`config.mk`:
```
export PLATFORM = sky130hd
export DESIGN_NAME = traffic_light_ctrl
export DESIGN_NICKNAME = d
export VERILOG_FILES = /design/src/rtl/traffic_pkg.sv /design/src/rtl/traffic_phase_timer.sv /design/src/rtl/traffic_light_ctrl.sv
export SDC_FILE = /design/constraint.sdc
export NUM_CORES = 1
export LEC_CHECK = 0
export ABC_AREA = 0
export BUFFER_PORTS_ARGS = -buffer_cell sky130_fd_sc_hd__buf_2
export CAP_MARGIN = 5
export CORE_MARGIN = 2
export CORE_UTILIZATION = 45
export CTS_CLUSTER_DIAMETER = 50
export DETAILED_ROUTE_END_ITERATION = 7
export MAX_ROUTING_LAYER = met4
export PLACE_DENSITY_LB_ADDON = 0.08
export SLEW_MARGIN = 20
export SYNTH_ARGS = -nofsm -noshare
export SYNTH_HDL_FRONTEND = slang
export SYNTH_SLANG_ARGS = --single-unit
```
`constraint.sdc`:
```
create_clock -name clk -period 3.6 [get_ports clk]
set_input_delay 0.18 -clock clk [delete_from_list [all_inputs] [get_ports clk]]
set_output_delay 0.18 -clock clk [all_outputs]
set_load 0.01 [all_outputs]
```
`src/rtl/traffic_pkg.sv`:
```
// Shared types for the two-road traffic light controller: phase encoding,
// lamp patterns and the phase-to-lamp decode used by the controller.
package traffic_pkg;

    typedef enum logic [2:0] {
        MAIN_GREEN  = 3'd0,
        MAIN_YELLOW = 3'd1,
        ALL_RED_A   = 3'd2,
        SIDE_GREEN  = 3'd3,
        SIDE_YELLOW = 3'd4,
        ALL_RED_B   = 3'd5,
        FLASH       = 3'd6
    } phase_e;

    localparam logic [2:0] LAMP_R   = 3'b100;
    localparam logic [2:0] LAMP_Y   = 3'b010;
    localparam logic [2:0] LAMP_G   = 3'b001;
    localparam logic [2:0] LAMP_OFF = 3'b000;

    typedef struct packed {
        logic [2:0] main_rgy;
        logic [2:0] side_rgy;
    } lamps_t;

    // Anything that is not an explicit go/caution phase shows red both ways.
    function automatic lamps_t phase_lamps(input phase_e p);
        lamps_t l;
        case (p)
            MAIN_GREEN:  l = '{main_rgy: LAMP_G, side_rgy: LAMP_R};
            MAIN_YELLOW: l = '{main_rgy: LAMP_Y, side_rgy: LAMP_R};
            SIDE_GREEN:  l = '{main_rgy: LAMP_R, side_rgy: LAMP_G};
            SIDE_YELLOW: l = '{main_rgy: LAMP_R, side_rgy: LAMP_Y};
            FLASH:       l = '{main_rgy: LAMP_Y, side_rgy: LAMP_R};
            default:     l = '{main_rgy: LAMP_R, side_rgy: LAMP_R};
        endcase
        return l;
    endfunction

endpackage

```
`src/rtl/traffic_phase_timer.sv`:
```
// Loadable down-counter holding the ticks left in the current phase.
// expire flags the tick that consumes the last remaining tick.
module traffic_phase_timer
    import traffic_pkg::*;
#(
    parameter int CNT_W     = 6,
    parameter int RESET_VAL = 20
) (
    input  logic             clk,
    input  logic             rstn,
    input  logic             load,
    input  logic [CNT_W-1:0] load_val,
    input  logic             tick,
    output logic [CNT_W-1:0] remain,
    output logic             expire
);

    logic [CNT_W-1:0] r_remain;

    // Load has priority so a phase change always starts from a full duration.
    always_ff @(posedge clk) begin
        if (!rstn) begin
            r_remain <= CNT_W'(RESET_VAL);
        end else if (load) begin
            r_remain <= load_val;
        end else if (tick && (r_remain != '0)) begin
            r_remain <= r_remain - 1'b1;
        end
    end

    assign remain = r_remain;
    assign expire = tick && (r_remain == CNT_W'(1));

endmodule

```
`src/rtl/traffic_light_ctrl.sv`:
```
// Main/side intersection controller with pedestrian request, driven by a 1 Hz tick.
// Optional night flashing mode is built when TRAFFIC_NIGHT_FLASH_EN is defined.
module traffic_light_ctrl
    import traffic_pkg::*;
#(
    parameter int T_MAIN_GREEN = 20,
    parameter int T_MAIN_MIN   = 5,
    parameter int T_SIDE_GREEN = 10,
    parameter int T_YELLOW     = 3,
    parameter int T_ALL_RED    = 1,
    parameter int CNT_W        = 6
) (
    input  logic             clk,
    input  logic             rstn,
    input  logic             tick,
    input  logic             ped_req,
    input  logic             night,
    output logic [2:0]       main_rgy,
    output logic [2:0]       side_rgy,
    output logic             walk,
    output logic             ped_ack,
    output logic [CNT_W-1:0] remain,
    output logic [2:0]       phase
);

    // A pending request may end main green once this many ticks or fewer remain.
    localparam logic [CNT_W-1:0] CUT_TH = CNT_W'(T_MAIN_GREEN - T_MAIN_MIN + 1);

    phase_e           r_state;
    phase_e           w_next_state;
    logic             r_ped_pending;
    logic             w_ped_pending_nxt;
    lamps_t           r_lamps;
    lamps_t           w_lamps_nxt;
    logic             r_walk;
    logic             w_walk_nxt;
    logic             r_ped_ack;
    logic             w_ped_ack_nxt;
    logic             w_enter_side;
    logic             w_early;
    logic             w_load;
    logic [CNT_W-1:0] w_load_val;
    logic [CNT_W-1:0] w_remain;
    logic             w_expire;

`ifdef TRAFFIC_NIGHT_FLASH_EN
    logic             r_flash_lit;
    logic             w_flash_lit_nxt;
`else
    logic             w_unused_night;
    assign w_unused_night = night;
`endif

    function automatic logic [CNT_W-1:0] phase_duration(input phase_e p);
        logic [CNT_W-1:0] d;
        case (p)
            MAIN_GREEN:  d = CNT_W'(T_MAIN_GREEN);
            MAIN_YELLOW: d = CNT_W'(T_YELLOW);
            ALL_RED_A:   d = CNT_W'(T_ALL_RED);
            SIDE_GREEN:  d = CNT_W'(T_SIDE_GREEN);
            SIDE_YELLOW: d = CNT_W'(T_YELLOW);
            ALL_RED_B:   d = CNT_W'(T_ALL_RED);
            default:     d = '0;
        endcase
        return d;
    endfunction

    traffic_phase_timer #(
        .CNT_W     (CNT_W),
        .RESET_VAL (T_MAIN_GREEN)
    ) u_timer (
        .clk      (clk),
        .rstn     (rstn),
        .load     (w_load),
        .load_val (w_load_val),
        .tick     (tick),
        .remain   (w_remain),
        .expire   (w_expire)
    );

    always_ff @(posedge clk) begin
        if (!rstn) begin
            r_state       <= MAIN_GREEN;
            r_ped_pending <= 1'b0;
            r_lamps       <= phase_lamps(MAIN_GREEN);
            r_walk        <= 1'b0;
            r_ped_ack     <= 1'b0;
`ifdef TRAFFIC_NIGHT_FLASH_EN
            r_flash_lit   <= 1'b1;
`endif
        end else begin
            r_state       <= w_next_state;
            r_ped_pending <= w_ped_pending_nxt;
            r_lamps       <= w_lamps_nxt;
            r_walk        <= w_walk_nxt;
            r_ped_ack     <= w_ped_ack_nxt;
`ifdef TRAFFIC_NIGHT_FLASH_EN
            r_flash_lit   <= w_flash_lit_nxt;
`endif
        end
    end

    assign w_early = (r_state == MAIN_GREEN) && r_ped_pending && (w_remain <= CUT_TH);

    // An unreachable encoding drops straight into the all-red clearance.
    always_comb begin
        w_next_state = r_state;
        case (r_state)
            MAIN_GREEN:  if (w_expire || (tick && w_early)) w_next_state = MAIN_YELLOW;
            MAIN_YELLOW: if (w_expire) w_next_state = ALL_RED_A;
            ALL_RED_A:   if (w_expire) w_next_state = SIDE_GREEN;
            SIDE_GREEN:  if (w_expire) w_next_state = SIDE_YELLOW;
            SIDE_YELLOW: if (w_expire) w_next_state = ALL_RED_B;
            ALL_RED_B:   if (w_expire) w_next_state = MAIN_GREEN;
`ifdef TRAFFIC_NIGHT_FLASH_EN
            FLASH:       if (tick && !night) w_next_state = ALL_RED_B;
`endif
            default:     w_next_state = ALL_RED_B;
        endcase
`ifdef TRAFFIC_NIGHT_FLASH_EN
        if (tick && night) w_next_state = FLASH;
`endif
        w_load     = (w_next_state != r_state);
`ifdef TRAFFIC_NIGHT_FLASH_EN
        if ((r_state == FLASH) && tick) w_load = 1'b1;
`endif
        w_load_val = phase_duration(w_next_state);
    end

    // Walk is decided once on side-green entry and then held for the phase.
    always_comb begin
        w_enter_side      = (w_next_state == SIDE_GREEN) && (r_state != SIDE_GREEN);
        w_lamps_nxt       = phase_lamps(w_next_state);
        w_walk_nxt        = (w_next_state == SIDE_GREEN) && (w_enter_side ? r_ped_pending : r_walk);
        w_ped_ack_nxt     = w_enter_side && r_ped_pending;
        w_ped_pending_nxt = ped_req | (r_ped_pending & ~w_enter_side);
`ifdef TRAFFIC_NIGHT_FLASH_EN
        w_flash_lit_nxt = 1'b1;
        if (r_state == FLASH) begin
            w_flash_lit_nxt   = tick ? ~r_flash_lit : r_flash_lit;
            w_ped_pending_nxt = 1'b0;
        end
        if (w_next_state == FLASH) begin
            w_ped_pending_nxt = 1'b0;
            if (!w_flash_lit_nxt) w_lamps_nxt = '{main_rgy: LAMP_OFF, side_rgy: LAMP_OFF};
        end
`endif
    end

    assign main_rgy = r_lamps.main_rgy;
    assign side_rgy = r_lamps.side_rgy;
    assign walk     = r_walk;
    assign ped_ack  = r_ped_ack;
    assign remain   = w_remain;
    assign phase    = r_state;

endmodule

```
### Word-level counts from Yosys, hierarchy flattened

Index checks and enable logic that the tools add are counted.

* reduce and logical (&&, ||, !) cells: 16
* add/subtract/negate cells: 1
* mux-type cells: 12
* magnitude comparators: 1
* equal/unequal tests: 14
* bitwise gates (word level): 3

Operators with widths (number)
* case mux 6 bit (4 select lines): 1
* case mux 5 bit (4 select lines): 1
* two-way mux 3 bit: 6
* case mux 3 bit (6 select lines): 1
* == test 3 bit, second input constant: 5
* == test 3 x 2 -> 1 bit, second input constant: 4
* two-way mux 6 bit: 2
* logical AND 1 bit: 8
* == test 3 x 1 -> 1 bit, second input constant: 2
* == test 6 x 1 -> 1 bit, second input constant: 1
* <= comparator 6 x 5 -> 1 bit, second input constant: 1
* logical NOT 3 bit: 2
* nonzero test 6 bit: 1
* OR reduction 2 bit: 3
* subtractor 6 x 1 -> 6 bit, second input constant: 1
* != test 3 x 2 -> 1 bit, second input constant: 1
* != test 3 bit: 1
* nonzero test 2 bit: 1
* bitwise AND 1 bit: 1
* logical OR 1 bit: 1
* two-way mux 1 bit: 1
* inverter 1 bit: 1
* OR 1 bit: 1

* register bits after elaboration: 18
* logic and storage cells: 54
* bits of input ports: 5
* output and inout port bits: 17

### Depth between registers and ports, before layout

* word-level depth: 12
* depth in mapped cells: 7
* gate-level depth less buffers: 7

### Cells and area by module

From an unflattened synthesis, not the netlist that was laid out.

* cell total of the unflattened synthesis: 118
* area, all modules: 1044.8 sq um

Modules (own cells, without submodules)
* traffic_light_ctrl: area an instance 646.9 sq um, instances 1, sequential area each 240.2 sq um, cells each 71
* traffic_phase_timer: area an instance 397.9 sq um, instances 1, sequential area each 120.1 sq um, cells each 47

### Worst setup path before layout

Ideal clock, no wire load.

* path kind: register to register
* from: register u_timer.r_remain[2] (netlist: u_timer.remain[2])
* to: register u_timer.r_remain[0] (netlist: u_timer.remain[0])
* arrival time: 2.011 ns
* setup time: 0.120 ns
* period minus slack after synthesis: 2.131 ns
* slack: 1.469 ns
* data required time: 3.480 ns
* path buffers: 0
* cell stages (with the launch flop): 6
* path through: dfxtp_1 or4_4 or4_4 nand2_2 and3b_1 o31a_1

* word-level cells in the longest chain between the ends: 10
* elaborated cells between the ends (all ways): 27
* those cells by class: order compare: 1; eq/ne: 7; mux: 9; reduce/logical: 10

RTL lines
* from (decl): line traffic_phase_timer.sv:18 `logic [CNT_W-1:0] r_remain;`
* from (signal assigned): line traffic_phase_timer.sv:23 `r_remain <= CNT_W'(RESET_VAL);`
* from (signal assigned): line traffic_phase_timer.sv:25 `r_remain <= load_val;`
* from (signal assigned): line traffic_phase_timer.sv:27 `r_remain <= r_remain - 1'b1;`
* <= comparator 6 x 5 -> 1 bit: line traffic_light_ctrl.sv:103 `assign w_early = (r_state == MAIN_GREEN) && r_ped_pending && (w_remain <= CUT_TH);`
* logical AND 1 bit: line traffic_light_ctrl.sv:103
* logical AND 1 bit: line traffic_light_ctrl.sv:109 `MAIN_GREEN: if (w_expire || (tick && w_early)) w_next_state = MAIN_YELLOW;`
* logical OR 1 bit: line traffic_light_ctrl.sv:109
* two-way mux 3 bit: line traffic_light_ctrl.sv:109
* case mux 3 bit (6 select lines): line traffic_light_ctrl.sv:108 `case (r_state)`
* == test 3 bit, or another cell as far along: line traffic_light_ctrl.sv:56 `case (p)`
* OR reduction 2 bit (no source line)
* case mux 5 bit (4 select lines): line traffic_light_ctrl.sv:56
* two-way mux 6 bit: line traffic_phase_timer.sv:24 `end else if (load) begin`

Several ways; a longest one is shown, not always the timed one.
A chain may end at the register's enable or synchronous reset.

### Worst setup path after layout

Same ends and word-level chain as after synthesis.

==> qor.yml <==
status: "finished clean"
cts_root_buf: "clkbuf_4"
antenna_found_initial: 0
synth_area_sq_um: 900.9
synth.avg_cell_area_sq_um: 8.341
cts_setup_buffers: 0
end_kind: "flip-flop"
syn_nets: 116
r2r-end: "u_timer.remain[0]$_SDFFE_PN0P_"
yosysTopAreaCellShare: 0.4000
slew_headroom: 0.7258
timing.hold.ws_ns: 0.1025
final_common_cell: "buf_2"
die_height_um: 48.74
worstRegToRegCells: 5
hold_viol_final: 0
p_per_area_nw_per_um2: 404.9
synth-main-ff-cell: "dfxtp_1"
cts_resized: 0
track_usage: 0.1805
skew_ns: 0.002771
firstDrtPassIters: 4
final_layout_size_suffix_gt1_frac: 0.2441
antenna_cells: 0
tritoncts: "yes"
portBuffers: 20
cp_slowest_stage_delay_ns: 0.60
crit_top_cell: "or4_4"
wl_um: 1827
slowest_stage: "or4_4"
clock_path_buffers: 2
worstHoldStart: "ped_req"
multi_input_area_sq_um: 483.0
synthArstFlopShare: 0
clk_latency_ns: 0.29
register_area_sq_um: 360.3
critical_path_class: "flip-flop to flip-flop"
clkTransAtPathRegs_ns: 0.10
dieArea_sq_um: 2376
r2r_start: "u_timer.remain[2]$_SDFFE_PN1P_"
synth_seq_area_share: 0.4000
cts_num_sinks: 18
htree_levels: 1
path_cells: "or4_4 > or4_4 > nand2_2 > and3b_1 > o31a_1"
first_iter_violations: 8
fin_crit_sh: 0.6213
grt_pass1_vias: 768
core_sq_um: 1922
synth_cell_types: 36
p_leak_nw: 0.4497
critPathMaxFanout: 9
synth_edf_count: 0
grt_first_pass_wirelength_um: 3305
slew_violations: 0
vias: 818
arrival_ns: 2.43
tightest_slew_ns: 0.4108
yosysTopAreaCell: "dfxtp_1"
synthTopCellsByArea: "dfxtp_1 40%, nor2_1 7.1%, ha_1 4.2%"
pin_count: 22
whs_path_depth: 3
cts_buffers: 3
timing.final.crit_period_ns: 2.237
die_w_um: 48.74
min-delay-path-class: "primary input to flip-flop"
grt_overflow_total: 0
p_total_w: 0.0004154
fin_tns_setup_ns: 0
cap_violations: 0
grt_max_degree: 14
areaGrowthSynthToFinish_pct: 13.89
fp-row-count: 16
hold_buffers: 0
fillers: 200
r2r_setup_slack_ns: 1.36
ys_warn_count: 0
dp_hpwl_um: 1406
synthCells: 108
gp_congestion: 0.8815
most-common-layout-cells: "20 x buf_2, 18 x dfxtp_1, 17 x nor2_1, 7 x inv_1"
synth_seq_cells: 18
setup_viol: 0
irDropWorstVdd_v: 0.0002184
worstPathRequired_ns: 3.79
drc: 0
nets: 137
rsz0062_at_grt: "no"
wl_per_cell_um: 11.86
initial_utilization: 0.4688
hold_end: "r_ped_pending$_SDFF_PN0_"
viasPerCell: 5.312
ant_nets: 0
fmax_mhz: 447.1
cp-start-kind: "flip-flop"
-- metal layers --
layer / global-route usage / up-vias / wire length [um]
li1: - / 420 / -
met1: 0.2201 / 374 / 913
met2: 0.3059 / 19 / 820
met3: 0.01852 / 5 / 61
met4: 0.07143 / 0 / 31
met5: - / - / 0
-- stage by stage --
stage                     worst slack, ns  utilization  instance area [sq um]  std cells
after floorplan                     1.469            -                  900.9        108
after global placement              1.384       0.5221                   1003        151
after detailed placement            1.401       0.5221                   1003        151
after CTS                           1.367       0.5339                   1026        154
after global routing                1.296       0.5339                   1026        154
final                               1.363       0.5339                   1026        154
-- cells in the mapped netlist, types with 3 or more instances --
library cell and count:
a21oi_1 6, dfxtp_1 18, ha_1 3, inv_1 7
nand2_1 6, nand3_1 3, nor2_1 17, nor3_1 4
o21ai_0 6
-- state kept, by name, indices dropped and copies added (netlist names) --
signal	cells
ped_ack	1
walk	1
r_ped_pending	1
side_rgy	3
u_timer.remain	6
phase	3
main_rgy	3
-- how the worst max path moves through the flow --
stage / from / to / slack (ns) / cells after the start
floorplan: u_timer.remain[2]$_SDFFE_PN1P_ / u_timer.remain[0]$_SDFFE_PN0P_ / 1.47 / 5
global placement: u_timer.remain[2]$_SDFFE_PN1P_ / u_timer.remain[0]$_SDFFE_PN0P_ / 1.38 / 5
detailed placement: u_timer.remain[2]$_SDFFE_PN1P_ / u_timer.remain[0]$_SDFFE_PN0P_ / 1.40 / 5
CTS: u_timer.remain[2]$_SDFFE_PN1P_ / u_timer.remain[0]$_SDFFE_PN0P_ / 1.37 / 5
global route: u_timer.remain[2]$_SDFFE_PN1P_ / u_timer.remain[0]$_SDFFE_PN0P_ / 1.30 / 5
finish: u_timer.remain[2]$_SDFFE_PN1P_ / u_timer.remain[0]$_SDFFE_PN0P_ / 1.36 / 5
-- worst max-delay path: cells and delay by family, from the launching register on --
| kind | cells | cell delay [ns] |
|---|---|---|
| DFF | 1 | 0.40 |
| AOI/OAI and AO/OA | 1 | 0.28 |
| and+or+nand+nor | 4 | 1.45 |
-- area by class of cell --
| cell class | instances | share of cell area |
|---|---|---|
| flip-flops and latches | 18 | 0.3512 |
| clock buffers | 3 | 0.02195 |
| well taps | 27 | 0.03293 |
| inverters | 7 | 0.02561 |
| multi-input cells | 79 | 0.4707 |
| repair buffers | 20 | 0.09756 |
-- cell families after synthesis --
logic type / synth area share
buffers and inverters: 0.06388
xor gates and xnor gates: 0.02917
AOI/OAI and AO/OA: 0.1611
and+or+nand+nor: 0.3042
DFF: 0.4000
adders and majority gates: 0.04167
-- power by group --
part           internal (W)  leakage, nW  switching, W  total (W)
clock network     0.0000389       0.0138     0.0000595  0.0000984
logic             0.0000390        0.289     0.0000466  0.0000856
registers          0.000212        0.147     0.0000190   0.000231
(Power assumes the default switching activity.)
